`config.mk`:
```
export PLATFORM = sky130hd
export DESIGN_NAME = pl_div_sequencer_flat
export DESIGN_NICKNAME = d
export VERILOG_FILES = /design/src/rtl/pl_div_pkg.sv /design/src/rtl/pl_div_sequencer_if.sv /design/src/rtl/pl_div_step.sv /design/src/rtl/pl_div_sequencer.sv /design/src/flat_wrapper.sv
export SDC_FILE = /design/constraint.sdc
export NUM_CORES = 1
export LEC_CHECK = 0
export BUFFER_PORTS_ARGS = -buffer_cell sky130_fd_sc_hd__buf_2
export CORE_UTILIZATION = 50
export CTS_CLUSTER_DIAMETER = 60
export DETAILED_ROUTE_END_ITERATION = 10
export PLACE_DENSITY = 0.78
export SYNTH_ARGS = -nofsm -noshare
export SYNTH_HDL_FRONTEND = slang
export SYNTH_SLANG_ARGS = --single-unit
```
`constraint.sdc`:
```
create_clock -name clk -period 7.5 [get_ports clk]
set_clock_uncertainty 0.15 [all_clocks]
set_input_delay 1.5 -clock clk [delete_from_list [all_inputs] [get_ports clk]]
set_output_delay 1.5 -clock clk [all_outputs]
set_load 0.02 [all_outputs]
```
`src/rtl/pl_div_pkg.sv`:
```
// Shared definitions for the RV32M divide/remainder unit.
//
// EX-stage contract:
//   - stall is combinational. It is high from the cycle a divide op is presented in IDLE
//     (start=1, flush=0) until the cycle before done. The EX stage must hold the
//     instruction and its operands while stall is high.
//   - done is a registered single-cycle pulse. stall is low in that cycle, so the
//     instruction retires with result.
//   - result is registered. It changes only on the edge that raises done, and it holds
//     its value until the next done.
//   - flush aborts any operation. No done is produced and result is left unchanged.
package pl_div_pkg;

  typedef enum logic [1:0] {
    StIdle,
    StCalc,
    StFixup,
    StDone
  } div_state_t;

  localparam logic [2:0] FN_DIV  = 3'b100;
  localparam logic [2:0] FN_DIVU = 3'b101;
  localparam logic [2:0] FN_REM  = 3'b110;
  localparam logic [2:0] FN_REMU = 3'b111;

  // Only DIV and REM are signed. Every other encoding runs as DIVU.
  function automatic logic fn_is_signed(logic [2:0] fn);
    return (fn == FN_DIV) || (fn == FN_REM);
  endfunction

  function automatic logic fn_is_rem(logic [2:0] fn);
    return (fn == FN_REM) || (fn == FN_REMU);
  endfunction

endpackage

```
`src/rtl/pl_div_sequencer_if.sv`:
```
// Handshake bundle between the EX stage (master) and the divide unit (slave).
//   start  : EX holds a valid divide op
//   funct3 : DIV/DIVU/REM/REMU select
//   src_a  : dividend (rs1)
//   src_b  : divisor (rs2)
//   flush  : abort any operation
//   stall  : hold IF/ID/EX (combinational)
//   busy   : registered, high while computing
//   done   : registered one-cycle result pulse
//   result : quotient or remainder
interface pl_div_sequencer_if #(
  parameter int unsigned XLEN = 32
) ();

  logic            start;
  logic [2:0]      funct3;
  logic [XLEN-1:0] src_a;
  logic [XLEN-1:0] src_b;
  logic            flush;
  logic            stall;
  logic            busy;
  logic            done;
  logic [XLEN-1:0] result;

  modport master (
    output start, funct3, src_a, src_b, flush,
    input  stall, busy, done, result
  );

  modport slave (
    input  start, funct3, src_a, src_b, flush,
    output stall, busy, done, result
  );

endinterface

```
`src/rtl/pl_div_step.sv`:
```
// One radix-2 restoring division iteration (combinational).
//   rem_i/quo_i : current partial remainder and quotient shift register
//   divisor_i   : divisor magnitude
//   rem_o/quo_o : values after shifting {rem, quo} left and doing the trial subtract
module pl_div_step #(
  parameter int unsigned XLEN = 32
) (
  input  logic [XLEN-1:0] rem_i,
  input  logic [XLEN-1:0] quo_i,
  input  logic [XLEN-1:0] divisor_i,
  output logic [XLEN-1:0] rem_o,
  output logic [XLEN-1:0] quo_o
);

  logic [XLEN:0] rem_sh;
  logic [XLEN:0] trial;

  always_comb begin
    // Shifted remainder needs XLEN+1 bits: it can reach 2*divisor-1.
    rem_sh = {rem_i, quo_i[XLEN-1]};
    trial  = rem_sh - {1'b0, divisor_i};
    if (!trial[XLEN]) begin
      rem_o = trial[XLEN-1:0];
      quo_o = {quo_i[XLEN-2:0], 1'b1};
    end else begin
      rem_o = rem_sh[XLEN-1:0];
      quo_o = {quo_i[XLEN-2:0], 1'b0};
    end
  end

endmodule

```
`src/rtl/pl_div_sequencer.sv`:
```
// Multi-cycle RV32M DIV/DIVU/REM/REMU unit for the execute stage.
//   clk   : core clock, rising edge
//   rst_n : asynchronous active-low reset
//   bus   : slave side of pl_div_sequencer_if (start/funct3/src_a/src_b/flush in,
//           stall/busy/done/result out)
// Sign-magnitude flow: operands are made non-negative, XLEN restoring steps run one per
// cycle, and signs are re-applied in FIXUP. Divide-by-zero and signed overflow skip
// straight to DONE.
module pl_div_sequencer
  import pl_div_pkg::*;
#(
  parameter int unsigned XLEN = 32
) (
  input  logic             clk,
  input  logic             rst_n,
  pl_div_sequencer_if.slave bus
);

  localparam int unsigned     CntW   = $clog2(XLEN);
  localparam logic [XLEN-1:0] MinNeg = {1'b1, {(XLEN-1){1'b0}}};

  div_state_t      state_q, state_d;
  logic [XLEN-1:0] rem_q, rem_d;
  logic [XLEN-1:0] quo_q, quo_d;
  logic [XLEN-1:0] dvs_q, dvs_d;
  logic [XLEN-1:0] result_q, result_d;
  logic [CntW-1:0] cnt_q, cnt_d;
  logic            is_rem_q, is_rem_d;
  logic            sign_a_q, sign_a_d;
  logic            sign_b_q, sign_b_d;
  logic            busy_q, busy_d;
  logic            done_q, done_d;

  logic            op_signed, op_rem, a_neg, b_neg;
  logic [XLEN-1:0] a_mag, b_mag;
  logic [XLEN-1:0] step_rem, step_quo;
  logic [XLEN-1:0] quo_fix, rem_fix;

  pl_div_step #(
    .XLEN(XLEN)
  ) u_step (
    .rem_i     (rem_q),
    .quo_i     (quo_q),
    .divisor_i (dvs_q),
    .rem_o     (step_rem),
    .quo_o     (step_quo)
  );

  always_comb begin
    op_signed = fn_is_signed(bus.funct3);
    op_rem    = fn_is_rem(bus.funct3);
    a_neg     = op_signed & bus.src_a[XLEN-1];
    b_neg     = op_signed & bus.src_b[XLEN-1];
    // MinNeg negates to itself, which is still the correct unsigned magnitude.
    a_mag     = a_neg ? -bus.src_a : bus.src_a;
    b_mag     = b_neg ? -bus.src_b : bus.src_b;
    // Signs are only ever latched for signed ops, so no separate signed flag is kept.
    quo_fix   = (sign_a_q ^ sign_b_q) ? -quo_q : quo_q;
    rem_fix   = sign_a_q ? -rem_q : rem_q;
  end

  always_comb begin
    state_d  = state_q;
    rem_d    = rem_q;
    quo_d    = quo_q;
    dvs_d    = dvs_q;
    result_d = result_q;
    cnt_d    = cnt_q;
    is_rem_d = is_rem_q;
    sign_a_d = sign_a_q;
    sign_b_d = sign_b_q;

    if (bus.flush) begin
      state_d = StIdle;
    end else begin
      unique case (state_q)
        StIdle: begin
          if (bus.start) begin
            is_rem_d = op_rem;
            sign_a_d = a_neg;
            sign_b_d = b_neg;
            if (bus.src_b == '0) begin
              result_d = op_rem ? bus.src_a : '1;
              state_d  = StDone;
            end else if (op_signed && (bus.src_a == MinNeg) && (bus.src_b == '1)) begin
              result_d = op_rem ? '0 : bus.src_a;
              state_d  = StDone;
            end else begin
              rem_d   = '0;
              quo_d   = a_mag;
              dvs_d   = b_mag;
              cnt_d   = CntW'(XLEN - 1);
              state_d = StCalc;
            end
          end
        end
        StCalc: begin
          rem_d = step_rem;
          quo_d = step_quo;
          if (cnt_q == '0) begin
            state_d = StFixup;
          end else begin
            cnt_d = cnt_q - CntW'(1);
          end
        end
        StFixup: begin
          result_d = is_rem_q ? rem_fix : quo_fix;
          state_d  = StDone;
        end
        StDone: begin
          state_d = StIdle;
        end
      endcase
    end

    // Registered status outputs follow the state being entered.
    busy_d = (state_d == StCalc) || (state_d == StFixup);
    done_d = (state_d == StDone);
  end

  always_ff @(posedge clk or negedge rst_n) begin
    if (!rst_n) begin
      state_q  <= StIdle;
      rem_q    <= '0;
      quo_q    <= '0;
      dvs_q    <= '0;
      result_q <= '0;
      cnt_q    <= '0;
      is_rem_q <= 1'b0;
      sign_a_q <= 1'b0;
      sign_b_q <= 1'b0;
      busy_q   <= 1'b0;
      done_q   <= 1'b0;
    end else begin
      state_q  <= state_d;
      rem_q    <= rem_d;
      quo_q    <= quo_d;
      dvs_q    <= dvs_d;
      result_q <= result_d;
      cnt_q    <= cnt_d;
      is_rem_q <= is_rem_d;
      sign_a_q <= sign_a_d;
      sign_b_q <= sign_b_d;
      busy_q   <= busy_d;
      done_q   <= done_d;
    end
  end

  assign bus.stall  = ((state_q == StIdle) && bus.start && !bus.flush) ||
                      (state_q == StCalc) || (state_q == StFixup);
  assign bus.busy   = busy_q;
  assign bus.done   = done_q;
  assign bus.result = result_q;

endmodule

```
`src/flat_wrapper.sv`:
```
// flat-port wrapper written by rule: the top's interface ports become plain ports
module pl_div_sequencer_flat import pl_div_pkg::*;
#(
  parameter int unsigned XLEN = 32
)
  (clk, rst_n, bus_start, bus_funct3, bus_src_a, bus_src_b, bus_flush, bus_stall, bus_busy, bus_done, bus_result);
  pl_div_sequencer_if #(.XLEN(XLEN)) bus_i ();
  input  logic clk;
  input  logic rst_n;
  input wire logic [$bits(bus_i.start)-1:0] bus_start;
  input wire logic [$bits(bus_i.funct3)-1:0] bus_funct3;
  input wire logic [$bits(bus_i.src_a)-1:0] bus_src_a;
  input wire logic [$bits(bus_i.src_b)-1:0] bus_src_b;
  input wire logic [$bits(bus_i.flush)-1:0] bus_flush;
  output wire logic [$bits(bus_i.stall)-1:0] bus_stall;
  output wire logic [$bits(bus_i.busy)-1:0] bus_busy;
  output wire logic [$bits(bus_i.done)-1:0] bus_done;
  output wire logic [$bits(bus_i.result)-1:0] bus_result;
  assign bus_i.start = bus_start;
  assign bus_i.funct3 = bus_funct3;
  assign bus_i.src_a = bus_src_a;
  assign bus_i.src_b = bus_src_b;
  assign bus_i.flush = bus_flush;
  assign bus_stall = bus_i.stall;
  assign bus_busy = bus_i.busy;
  assign bus_done = bus_i.done;
  assign bus_result = bus_i.result;
  pl_div_sequencer #(.XLEN(XLEN)) u_core (.clk(clk), .rst_n(rst_n), .bus(bus_i));
endmodule
```
Yosys cells after proc, flatten, opt, wreduce, memory -nomap -nowiden

Index checks and enable logic that the tools add are counted.

Bitwise operators: 6
Equal/unequal tests: 16
Reductions and logical operators: 20
Mux-type cells: 32
Add/subtract/negate cells: 6

Operators with widths:

| operator                                                                | count |
|---|---|
| 32-bit two-way mux                                                      | 17 |
| 32-bit one-hot mux with 2 select lines                                  | 3 |
| 32-bit negator                                                          | 4 |
| 32-bit == test, second input constant                                   | 2 |
| 33-bit by 32-bit subtractor with 33-bit output                          | 1 |
| 32-bit logical NOT                                                      | 1 |
| 5-bit two-way mux                                                       | 4 |
| 2-bit two-way mux                                                       | 5 |
| 5-bit one-hot mux with 2 select lines                                   | 1 |
| 5-bit AND reduction                                                     | 2 |
| 3-bit == test, second input constant                                    | 3 |
| 2-bit == test, second input constant                                    | 4 |
| 2-bit inequality test, second input constant                            | 4 |
| 2-bit one-hot mux with 4 select lines                                   | 1 |
| 6-bit AND reduction                                                     | 1 |
| 5-bit logical NOT                                                       | 1 |
| 1-bit logical OR                                                        | 5 |
| 5-bit by 1-bit subtractor with 5-bit output, second input constant      | 1 |
| 2-bit by 1-bit == test with 1-bit output, second input constant         | 2 |
| 1-bit logical AND                                                       | 4 |
| 4-bit AND reduction                                                     | 1 |
| 2-bit nonzero test                                                      | 2 |
| 3-bit by 1-bit inequality test with 1-bit output, second input constant | 1 |
| 1-bit NOT                                                               | 3 |
| other kinds (6)                                                         | 7 |

Output and inout port bits: 35
Logic and storage cells: 91
Input bits: 71
Register bits: 140

Logic depth before layout (Yosys ltp)

Depth after elaboration: 11
Depth in mapped cells: 14
Gate-level depth less buffers: 12

By module

From an unflattened synthesis, not the netlist that was laid out.

Cells, all modules: 1456
Area, all modules: 11761.3 µm²

Modules (own cells, without submodules):

| module           | instances | cells an instance | area an instance (µm²) | sequential area each (µm²) |
|---|---|---|---|---|
| pl_div_sequencer | 1         | 1120              | 9170.0                 | 3503.4 |
| pl_div_step      | 1         | 336               | 2591.2                 | 0.0 |

Least setup slack after synthesis

No wires, ideal clock.

Path kind: input -> output
Start point: input bus_flush
End point: output bus_stall
Arrival: 2.649 ns
Buffers on the path: 2
Setup slack: 3.201 ns
Stages on the path: 4
Path through: clkbuf_1 > or4b_2 > clkbuf_1 > nand3_1

Word-level cells in the longest chain between the ends: 4

Ends and longest elaborated chain:

| what              | RTL line                | RTL |
|---|---|---|
| start, declared   | flat_wrapper.sv:14      | `input wire logic [$bits(bus_i.flush)-1:0] bus_flush;` |
| 1-bit logical NOT | pl_div_sequencer.sv:149 | `assign bus.stall = ((state_q == StIdle) && bus.start && !bus.flush) \|\|` |
| 1-bit logical AND | pl_div_sequencer.sv:149 |  |
| 1-bit logical OR  | pl_div_sequencer.sv:149 |  |
| 1-bit logical OR  | pl_div_sequencer.sv:150 | `(state_q == StCalc) \|\| (state_q == StFixup);` |
| end, declared     | flat_wrapper.sv:15      | `output wire logic [$bits(bus_i.stall)-1:0] bus_stall;` |

No other way between the ends.

Final worst setup path

Start point: input bus_funct3[2]
End point: register u_core.result_q[26], in the netlist u_core.bus.result[26]

Word-level cells in the longest chain between the ends: 7

Ends and longest elaborated chain:

| what                                   | RTL line                           | RTL |
|---|---|---|
| start, declared                        | flat_wrapper.sv:11                 | `input wire logic [$bits(bus_i.funct3)-1:0] bus_funct3;` |
| 3-bit == test (on tied branches)       | pl_div_pkg.sv:28, pl_div_pkg.sv:32 |  |
| 1-bit logical OR                       | pl_div_pkg.sv:32                   | `return (fn == FN_REM) \|\| (fn == FN_REMU);` |
| 32-bit two-way mux                     | pl_div_sequencer.sv:86             | `result_d = op_rem ? '0 : bus.src_a;` |
| 32-bit two-way mux                     | pl_div_sequencer.sv:85             | `end else if (op_signed && (bus.src_a == MinNeg) && (bus.src_b == '1)) begin` |
| 32-bit two-way mux                     | pl_div_sequencer.sv:82             | `if (bus.src_b == '0) begin` |
| 32-bit two-way mux                     | pl_div_sequencer.sv:78             | `if (bus.start) begin` |
| 32-bit one-hot mux with 2 select lines | pl_div_sequencer.sv:76             | `unique case (state_q)` |
| end signal, assigned                   | pl_div_sequencer.sv:139            | `result_q <= result_d;` |
| end, declared                          | pl_div_sequencer.sv:26             | `logic [XLEN-1:0] result_q, result_d;` |

Parallel ways exist; a longest one is shown, timed or not. The select of a mux whose other input is x is not followed.
A chain may end at the register's enable or synchronous reset.

==> flow_metrics.py <==
metrics = {
    "outcome": {
        "outcome": "completed",
    },
    "synth": {
        "synth_edf_count": 0,
        "synth_ff_type": "dfrtp_1",
        "ys_warn_count": 0,
        "synth_seq_cells": 140,
        "synth_most_common_cell": "o21ai_0",
        "synth_area_leaders": "dfrtp_1, o21ai_0, xor2_1",
        "syn_nets": 1474,
        "synth_area_um2": 10800,
        "async_reset_ff_share_pct": 100,
        "synth_area_per_cell_um2": 7.92,
        "seq_area_frac_synth_pct": 32.4,
        "synth_top_area_share_pct": 32.4,
        "yosysTopAreaCell": "dfrtp_1",
        "ys_types": 70,
        "synth_commonest_cells": "o21ai_0, nand2_1, dfrtp_1",
        "syn-instance-count": 1363,
    },
    "setup_path": {
        "cp_max_fo": 62,
        "critPathKind": "input port to flop",
        "required_ns": 7.67,
        "slowest_stage": "nor2b_1",
        "worst-path-buf-inv": 2,
        "worstSetupEndpointType": "flop",
        "crit_arrival_ns": 4.77,
        "rrSetupSlack_ns": 2.98,
        "path_cells": "buf_2 -> nor2b_1 -> nand2_1 -> nor3_1 -> nand3_1 -> o21ai_2 -> a21oi_1 -> or3_2 -> buf_4 -> a221o_1",
        "start_kind": "input port",
        "cpLargestDelayFamily": "simple AND/OR/NAND/NOR gates",
        "max_stage_delay_ns": 0.53,
    },
    "job": {
        "cap_violations": 0,
    },
    "route": {
        "totalWireLength_um": 31300,
        "ant_nets": 0,
        "via_per_inst": 6.16,
        "wl_per_cell_um": 18.3,
        "drt_iter0_drc": 1035,
        "drc": 0,
        "vias": 10500,
        "first_pass_iters": 6,
    },
    "global_routing": {
        "grt.total_usage_pct": 28.7,
        "antenna_found_initial": 0,
        "grt_pass1_vias": 10100,
        "grt_first_pass_wirelength_um": 50600,
        "grt_overflow_total": 0,
        "grt_max_degree": 101,
    },
    "place": {
        "place_congestion": 0.947,
        "dp_hpwl_um": 22200,
        "place_area_um2": 11500,
        "portBuffers": 105,
    },
    "floorplanning": {
        "die_area_um2": 22200,
        "start_util_pct": 51.2,
        "die_w_um": 149,
        "dieHeight_um": 149,
        "core-area_um2": 21100,
        "fp-row-count": 53,
        "io_pins": 106,
    },
    "pwr": {
        "p_leak_nw": 5.44,
        "irDropWorstVdd_mv": 0.155,
        "powerDensity_nw_per_um2": 209,
        "total_power_mw": 2.52,
    },
    "clocking": {
        "postCtsSetupBuffers": 0,
        "h-tree-depth": 4,
        "cts-hold-fix-buffers": 0,
        "clock_sinks": 140,
        "cts-root-buf": "clkbuf_16",
        "cts_resized": 0,
        "cts_made_buffers": 17,
        "cts_max_path_buffers": 2,
        "cts_tree": "yes",
        "clkTransAtPathRegs_ns": 0.07,
        "clock_latency_ns": 0.43,
    },
    "final_layout": {
        "fin_area_um2": 12000,
        "area.growth.synth_to_final_pct": 11.6,
        "final_util_pct": 57.1,
        "drive_above_1_share_pct": 12.3,
        "finalNetCount": 1530,
        "antennaDiodeCount": 0,
        "fillers": 1912,
    },
    "sta": {
        "worstMarginPinSlew_ns": 1.02,
        "setup_viol": 0,
        "slew_headroom_pct": 31.6,
        "min_period_ns": 4.60,
        "finalMaxSlewViolations": 0,
        "period_share_pct": 61.3,
        "tns_ns": 0,
        "hold_viol_final": 0,
        "rsz0062_at_grt": "no",
        "max_clock_freq_mhz": 218,
    },
    "hold_path": {
        "hp-class": "flop to flop",
    },
}
-- per-layer routing --
layer,vias up,GRT usage (%),routed length [um]
met2,475,45.0,14300
met1,4944,37.5,13200
met3,98,5.32,2320
met4,0,15.1,1500
li1,4998,-,-
met5,-,0,0
-- where the power goes --
part	total [mW]	internal [mW]	switching, mW	leakage [nW]
sequential	0.942	0.848	0.0937	1.80
combinational	0.728	0.277	0.451	3.37
clock	0.846	0.488	0.358	0.275
-- metrics by stage --
step                instances  setup WS, ns  hold slack, ns
finish                   1707          2.90           0.326
global route             1707          2.73           0.345
CTS                      1707          2.93           0.332
detailed placement       1675          2.50           0.315
global placement         1675          2.63           0.310
floorplan                1363          3.20           0.337
-- worst min-delay path: cells and delay by family, from the launching register on --
family,cells,cell delay (ns)
AND/OR/NAND/NOR,1,0.04
AO/OA/AOI/OAI,1,0.06
flip-flops,1,0.34
-- layout by cell type (no fill, tap or decap), drive strengths merged, types with 4 or more instances in the layout --
master	n
a211o	10
a211oi	6
a21o	15
a21oi	126
a31oi	7
a32oi	22
and2	4
buf	116
clkbuf	17
clkinv	8
clkinvlp	4
dfrtp	140
ha	39
inv	55
mux2i	7
nand2	151
nand2b	9
nand3	35
nand4	13
nor2	126
nor2b	5
nor3	24
nor4	14
o211ai	14
o21a	7
o21ai	176
o21bai	7
o22ai	6
o31ai	27
o41ai	18
or3	16
or4	13
xnor2	56
xor2	93
-- path summary, 6_finish.rpt --
| kind | start | to | cells after the start |
|---|---|---|---|
| max | bus_funct3[2] | u_core.bus.result[26]$_DFFE_PN0P_ | 10 |
| max reg2reg | u_core.quo_q[31]$_DFFE_PN0P_ | u_core.rem_q[15]$_DFFE_PN0P_ | 13 |
| max in group asynchronous | rst_n | u_core.quo_q[15]$_DFFE_PN0P_ | 2 |
| min reg2reg | u_core.bus.result[3]$_DFFE_PN0P_ | u_core.bus.result[3]$_DFFE_PN0P_ | 2 |
| min in group asynchronous | rst_n | u_core.cnt_q[0]$_DFFE_PN0P_ | 1 |
| min | u_core.bus.result[3]$_DFFE_PN0P_ | u_core.bus.result[3]$_DFFE_PN0P_ | 2 |
-- cells by family (layout without fill, tap and decap cells) --
group,Yosys count,after routing,share of synthesized area [%]
flops,140,140,32.4
buf+inv,133,202,4.77
simple gates,432,432,19.1
fa+ha+maj,40,40,4.70
compound gates,460,460,26.1
mux,9,9,0.857
xor+xnor,149,149,12.1
-- sequential cells by signal, summed over array words and instances, names as in the netlist, 2 cells and up --
register	flops
u_core.bus.result	32
u_core.dvs_q	32
u_core.quo_q	32
u_core.rem_q	32
u_core.cnt_q	5
u_core.state_q	2
-- cell type report --
type	count	area [um^2]	share of cell area (%)
Inverter	54	203	1.68
Clock buffer	17	425	3.53
Tap cell	275	344	2.86
Sequential cell	140	3500	29.1
Multi-Input combinational cell	1090	6810	56.5
Timing Repair Buffer	116	614	5.10
Clock inverter	15	150	1.25
Note: power is estimated with default switching activity, not from simulation.
